[src/rtl/sr_ff_bank.sv]
// Bank of WIDTH single-bit storage elements with a runtime-selectable D/T/SR/JK function.
// Counts SR collision edges (saturating) and flags per-channel changes as one-cycle pulses.
module sr_ff_bank #(
    parameter int               WIDTH     = 8,
    parameter logic [WIDTH-1:0] RST_VAL   = '0,
    parameter int               SR_POLICY = 0,
    parameter int               CNT_W     = 8
) (
    input  logic             clk,
    input  logic             rst,
    input  logic             en,
    input  logic [1:0]       mode,
    input  logic [WIDTH-1:0] a,
    input  logic [WIDTH-1:0] b,
    output logic [WIDTH-1:0] q,
    output logic [WIDTH-1:0] q_n,
    output logic [WIDTH-1:0] chg,
    output logic             coll,
    output logic [CNT_W-1:0] coll_cnt
);

    localparam logic [1:0]       MODE_D  = 2'b00;
    localparam logic [1:0]       MODE_T  = 2'b01;
    localparam logic [1:0]       MODE_SR = 2'b10;
    localparam logic [1:0]       MODE_JK = 2'b11;
    localparam logic [CNT_W-1:0] CNT_MAX = '1;

    logic [WIDTH-1:0] q_nxt;
    logic             coll_edge;

    function automatic logic sr_resolve(input logic cur);
        case (SR_POLICY)
            1:       sr_resolve = 1'b1;
            2:       sr_resolve = 1'b0;
            3:       sr_resolve = ~cur;
            default: sr_resolve = cur;
        endcase
    endfunction

    // Each channel only looks at its own a/b bits, so unknowns cannot leak sideways.
    always_comb begin
        q_nxt = q;
        for (int i = 0; i < WIDTH; i++) begin
            case (mode)
                MODE_D: q_nxt[i] = a[i];
                MODE_T: q_nxt[i] = q[i] ^ a[i];
                MODE_SR: begin
                    case ({a[i], b[i]})
                        2'b01:   q_nxt[i] = 1'b0;
                        2'b10:   q_nxt[i] = 1'b1;
                        2'b11:   q_nxt[i] = sr_resolve(q[i]);
                        default: q_nxt[i] = q[i];
                    endcase
                end
                MODE_JK: begin
                    case ({a[i], b[i]})
                        2'b01:   q_nxt[i] = 1'b0;
                        2'b10:   q_nxt[i] = 1'b1;
                        2'b11:   q_nxt[i] = ~q[i];
                        default: q_nxt[i] = q[i];
                    endcase
                end
                default: q_nxt[i] = q[i];
            endcase
        end
    end

    assign coll_edge = (mode == MODE_SR) && (|(a & b));

    always_ff @(posedge clk) begin
        if (rst) begin
            q        <= RST_VAL;
            chg      <= '0;
            coll     <= 1'b0;
            coll_cnt <= '0;
        end else if (en) begin
            q    <= q_nxt;
            chg  <= q ^ q_nxt;
            coll <= coll_edge;
            if (coll_edge && (coll_cnt != CNT_MAX)) begin
                coll_cnt <= coll_cnt + 1'b1;
            end
        end else begin
            chg  <= '0;
            coll <= 1'b0;
        end
    end

    assign q_n = ~q;

endmodule

[config.mk]
export PLATFORM = sky130hd
export DESIGN_NAME = sr_ff_bank
export DESIGN_NICKNAME = d
export VERILOG_FILES = /design/src/rtl/sr_ff_bank.sv
export SDC_FILE = /design/constraint.sdc
export NUM_CORES = 1
export LEC_CHECK = 0
export ABC_AREA = 1
export CORE_MARGIN = 2
export CORE_UTILIZATION = 52
export CTS_CLUSTER_SIZE = 14
export DETAILED_ROUTE_END_ITERATION = 16
export PLACE_DENSITY_LB_ADDON = 0.25
export REMOVE_ABC_BUFFERS = 1
export SYNTH_ARGS = -nofsm -noshare
export SYNTH_HDL_FRONTEND = slang
export SYNTH_SLANG_ARGS = --single-unit
[constraint.sdc]
create_clock -name clk -period 2.8 [get_ports clk]
set_input_delay 0.28 -clock clk [delete_from_list [all_inputs] [get_ports clk]]
set_output_delay 0.28 -clock clk [all_outputs]
set_load 0.01 [all_outputs]
==> flow_summary.yaml, run 1 <==
outcome:
  status: "finished clean"
setup_path:
  cp-end-kind: "output port"
  crit_buf_inv: 2
  max_stage_delay_ps: 560
  path_max_fanout: 5
  cp_cell_sequence: "inv_1, clkdlybuf4s50_1"
  crit_family: "buffers and inverters"
  required_ps: 2520
  crit_type: "flop to output port"
  critPathSlowestCell: "clkdlybuf4s50_1"
  worstPathArrival_ps: 1340
  cp-start-kind: "flop"
die:
  ioPinCount: 54
  die_height_um: 64.6
  start_util_pct: 53.0
  dieArea_sq_mm: 0.00418
  core_area_sq_mm: 0.00361
  die_w_um: 64.6
  rows: 22
timing:
  fin_crit_sh_pct: 58.0
  slew_violations: 0
  skew_ps: 12.6
  rsz0062_at_grt: "no"
  slew_headroom_pct: 59.6
  setup-violations-final: 0
  timing.final.crit_period_ps: 1620
  tns_ps: 0
  max_freq_mhz: 615
  holdWs_ps: 507
  finalHoldViolCount: 0
  max_slew.worst_pin.slew_ps: 604
worst_hold_path:
  min_path_type: "flop to flop"
power_and_ir_drop:
  intPower_uw: 605
  cellPowerDensity_mw_per_mm2: 351
  seqPwrFrac_pct: 43.6
  combPwrFrac_pct: 31.5
  ir_drop_v: 0.000319
  clockPowerShare_pct: 24.9
  switching_share_pct: 32.3
  power_switching_uw: 289
  leakage_nw: 1.32
final_layout:
  synthToLayoutAreaGrowth_pct: 33.2
  fin_util_pct: 70.6
  num_antenna_cells: 0
  post-route-cell-area_sq_mm: 0.00255
  layout-drive-gt1-share_pct: 3.19
  nNetsFinal: 415
clock_tree:
  post_cts_buffers: 0
  worst_skew_pair.late_latency_ps: 280
  h-tree-depth: 1
  cts_buffers: 3
  cts_resized: 0
  cts.hold.buffers_added: 0
  root_buffer: "clkbuf_8"
  clk_pin_slew_ps: 100
  clockBufferDepth: 2
  cts_tree: "built"
  cts.sinks: 25
synth:
  syn-cell-area_sq_mm: 0.00191
  synthDistinctLibCells: 20
  yosysSeqAreaShare_pct: 26.2
  yosys-top-cells-area: "dfxtp_1, nand2_1, inv_1"
  yosys.area.top_type: "dfxtp_1"
  post-synth-top-area-fraction_pct: 26.2
  syn_inst: 321
  synth-seq-cells: 25
  yosys_warnings: 0
  syn_area_per_cell_sq_um: 5.96
route:
  routedWlPerCell_um: 10.8
  num_vias: 2099
  drt-initial-drc-count: 144
  wl_um: 4590
  drtAntennaViolNets: 0
  route.detailed.drc: 0
  drt_pass1_iterations: 4
  viasPerCell: 4.95
grt:
  grt_max_degree: 16
  grt_pass1_wl_um: 7820
  antenna_found_initial: 0
  grt_usage_pct: 23.2
  overflow: 0
  grt_pass1_vias: 1807
place:
  place_congestion: 0.867
  hpwl_um: 3520
  port_buffers: 53
  post_dp_cell_area_sq_mm: 0.00250
job:
  drv_cap: 0
## final timing paths
kind                                          startpoint                  endpoint  slack (ps)  depth (start not counted)
worst min register to register  coll_cnt[1]$_SDFFE_PP0P_  coll_cnt[1]$_SDFFE_PP0P_         510                          2
worst max-delay path                   q[1]$_SDFFE_PP0P_                    q_n[1]        1180                          2
worst max register to register  coll_cnt[0]$_SDFFE_PP0P_  coll_cnt[6]$_SDFFE_PP0P_        1210                          7
worst min-delay path            coll_cnt[1]$_SDFFE_PP0P_  coll_cnt[1]$_SDFFE_PP0P_         510                          2
## cell families (layout without fill, tap and decap cells)
kind of cell / Yosys count / after routing / synth area share (%)
compound gates: 26 / 26 / 6.81
fa+ha+maj: 17 / 17 / 11.1
xor+xnor: 2 / 2 / 0.916
buf+inv: 61 / 116 / 12.0
flops: 25 / 25 / 26.2
simple gates: 190 / 190 / 42.9
## synth_stat cells
| cell | instances |
|---|---|
| nand2_1 | 96 |
| inv_1 | 58 |
| nor2_1 | 41 |
| nand3_1 | 33 |
| dfxtp_1 | 25 |
| ha_1 | 17 |
| a21oi_1 | 16 |
| o21ai_0 | 10 |
| nor3_1 | 9 |
| nand3b_1 | 3 |
| clkbuf_1 | 2 |
| nor2_4 | 2 |
| xor2_1 | 2 |
| buf_2 | 1 |
| nand2_2 | 1 |
| nand2_4 | 1 |
| nand3_2 | 1 |
| nand3b_2 | 1 |
| nand4_1 | 1 |
| nor2_2 | 1 |
## layer usage
layer  vias up  part of all wire (%)  global-route usage (%)
li1       1105                     -                       -
met1       940                    46                    28.8
met2        50                    49                    42.3
met3         4                   4.7                    3.99
met4         0                  0.65                    4.52
met5         -                     0                       0
## worst min-delay path, cell delays in order (launching register included)
cell,delay (ps)
dfxtp_1,350
nand2_1,70
a21oi_1,50
## power by group through the flow
stage / clock network, mW / registers [mW] / logic [mW]
after floorplan: 0 / 0.404 / 0.142
after global placement: 0 / 0.397 / 0.274
after detailed placement: 0 / 0.398 / 0.280
after CTS: 0.229 / 0.390 / 0.282
after global routing: 0.240 / 0.392 / 0.317
final: 0.223 / 0.390 / 0.281
## sequential cells by signal, summed over array words and instances, names as in the netlist
| name | flops |
|---|---|
| coll_cnt | 8 |
| coll | 1 |
| chg | 8 |
| q | 8 |
## layout by cell type (no fill, tap or decap)
cell type	count
clkdlybuf4s50_1	53
nand3_1	33
nand2_4	1
nor2_4	2
buf_4	1
a21oi_1	16
nand2_1	96
xor2_1	2
nor2_1	41
nand3b_2	1
o21ai_0	10
ha_1	17
inv_1	58
nor2_2	1
nand2_2	1
nand3b_1	3
dfxtp_1	25
nand3_2	1
clkbuf_8	3
nor3_1	9
nand4_1	1
clkinvlp_4	1
## metrics by stage
stage | cells | setup slack, ps | power [mW]
floorplan | 318 | 1440 | 0.546
global placement | 420 | 930 | 0.671
detailed placement | 420 | 922 | 0.678
CTS | 424 | 1170 | 0.900
global route | 424 | 1020 | 0.950
finish | 424 | 1180 | 0.894
## cell type report
type / instances / area [sq um]
clock inverter: 1 / 7.51
inverter: 58 / 218
sequential: 25 / 500
tap: 48 / 60.1
clock buffer: 3 / 41.3
fill: 326 / 1060
multi-input combinational: 235 / 1180
timing repair buffer: 54 / 538
No activity file was read; power rests on OpenSTA's default activity.
==> run 2, diff against run 1 <==
- CORE_UTILIZATION: 52 -> 48
- clock period: 2.8 -> 1.6 ns (I/O delays scaled with it)
==> flow_summary.yaml, run 2 (synthesis results as in run 1) <==
outcome:
  status: "finished clean"
final_layout:
  mostFrequentLayoutCells: "nand2_1, inv_1, clkdlybuf4s50_1"
  post-route-cell-area_sq_mm: 0.00272
  final_common_cell: "nand2_1"
  layout-drive-gt1-share_pct: 8.35
  num_antenna_cells: 0
  largestRegisters: "chg (8), coll_cnt (8), q (8)"
  nNetsFinal: 434
  finalNonFillerCells: 443
  synthToLayoutAreaGrowth_pct: 42.2
timing:
  max_freq_mhz: 653
  setup-violations-final: 0
  finalHoldViolCount: 0
  holdWs_ps: 517
  fin_crit_sh_pct: 95.8
  tns_ps: 0
  slew_violations: 0
  max_slew.worst_pin.slew_ps: 378
  slew_headroom_pct: 74.8
  timing.final.crit_period_ps: 1530
  skew_ps: 3.48
  rsz0062_at_grt: "no"
place:
  hpwl_um: 3920
  port_buffers: 53
  post_dp_cell_area_sq_mm: 0.00267
  dp.cells: 439
  place_congestion: 0.873
route:
  wl_um: 5100
  viasPerCell: 5.03
  routedWlPerCell_um: 11.5
  route.detailed.drc: 0
  drt-initial-drc-count: 146
  drtAntennaViolNets: 0
  num_vias: 2227
  drt_pass1_iterations: 4
clock_tree:
  cts_buffers: 3
  clockBufferDepth: 2
  worst_skew_pair.late_latency_ps: 270
  root_buffer: "clkbuf_8"
  h-tree-depth: 1
  cts.sinks: 25
  cts_tree: "built"
  clk_pin_slew_ps: 100
die:
  ioPinCount: 54
  dieArea_sq_mm: 0.00450
  die_height_um: 67.1
  core_area_sq_mm: 0.00374
  die_w_um: 67.1
  rows: 22
  start_util_pct: 51.1
grt:
  overflow: 0
  grt_usage_pct: 24.4
  grt_pass1_vias: 2019
  grt_pass1_wl_um: 8560
  antenna_found_initial: 0
  grt_max_degree: 15
setup_path:
  critPathSlowestCell: "clkdlybuf4s50_1"
  cp-start-kind: "flop"
  cp-end-kind: "output port"
  crit_type: "flop to output port"
  crit_buf_inv: 2
  path_max_fanout: 5
  crit_family: "buffers and inverters"
  worstPathArrival_ps: 1370
  cp_cell_sequence: "inv_1, clkdlybuf4s50_1"
  required_ps: 1440
  max_stage_delay_ps: 570
power_and_ir_drop:
  finalPower_mw: 1.62
  leakage_nw: 1.43
  ir_drop_v: 0.000408
  cellPowerDensity_mw_per_mm2: 595
worst_hold_path:
  min_path_type: "flop to flop"
job:
  drv_cap: 0
[run 2: cell types whose count changed in the layout (fill, tap and decap cells not counted)]
cell | before | now
nor3_1 | 9 | 8
nor3_2 | 0 | 1
clkinv_2 | 0 | 1
clkinvlp_4 | 1 | 0
buf_12 | 0 | 2
nor2_1 | 41 | 40
buf_4 | 1 | 18
nor2_2 | 1 | 2
[run 2: cell type report]
cell class | instances | area [sq um]
Clock inverter | 1 | 5.00
Timing Repair Buffer | 73 | 706
Tap cell | 48 | 60.1
Clock buffer | 3 | 41.3
Multi-Input combinational cell | 235 | 1190
Fill cell | 327 | 1020
Sequential cell | 25 | 500
Inverter | 58 | 218
[run 2: path summary, 6_finish.rpt]
check / from / endpoint / slack [ps] / cells after the start
worst max-delay path: q[4]$_SDFFE_PP0P_ / q_n[4] / 70 / 2
worst min-delay path: coll_cnt[7]$_SDFFE_PP0P_ / coll_cnt[7]$_SDFFE_PP0P_ / 520 / 2
worst max register to register: coll_cnt[1]$_SDFFE_PP0P_ / coll_cnt[6]$_SDFFE_PP0P_ / 180 / 7
worst min register to register: coll_cnt[7]$_SDFFE_PP0P_ / coll_cnt[7]$_SDFFE_PP0P_ / 520 / 2
[run 2: report_power, final]
group | internal (mW) | switching, mW | total, mW
combinational | 0.262 | 0.283 | 0.545
clock | 0.175 | 0.216 | 0.390
sequential | 0.655 | 0.0265 | 0.681
total | 1.09 | 0.525 | 1.62
[run 2: repair_timing]
item	4_1_cts	5_1_grt
resized for setup	0	2
endpoints found under the setup margin	0	4
buffers inserted	0	0
hold buffers	0	0
[run 2: worst register-to-register path: stages, from the launching register on]
cell,delay [ps]
dfxtp_1,400
ha_1,210
nand2_1,80
inv_1,100
nand3b_2,140
nand3_2,200
nand2_1,70
a21oi_1,150
[run 2: per-stage QoR]
step | util [%] | worst slack [ps]
global placement | 71.2 | -127
CTS | 72.4 | 79.1
global route | 72.6 | 5.92
detailed placement | 71.2 | -147
finish | 72.6 | 67.6
floorplan | - | 238
[run 2: per-layer routing]
layer | up-vias | global-route usage, % | routed length (um)
met2 | 73 | 45.0 | 2550
met1 | 1005 | 29.3 | 2170
li1 | 1145 | - | -
met4 | 0 | 6.38 | 39
met3 | 4 | 3.38 | 346
met5 | - | 0 | 0
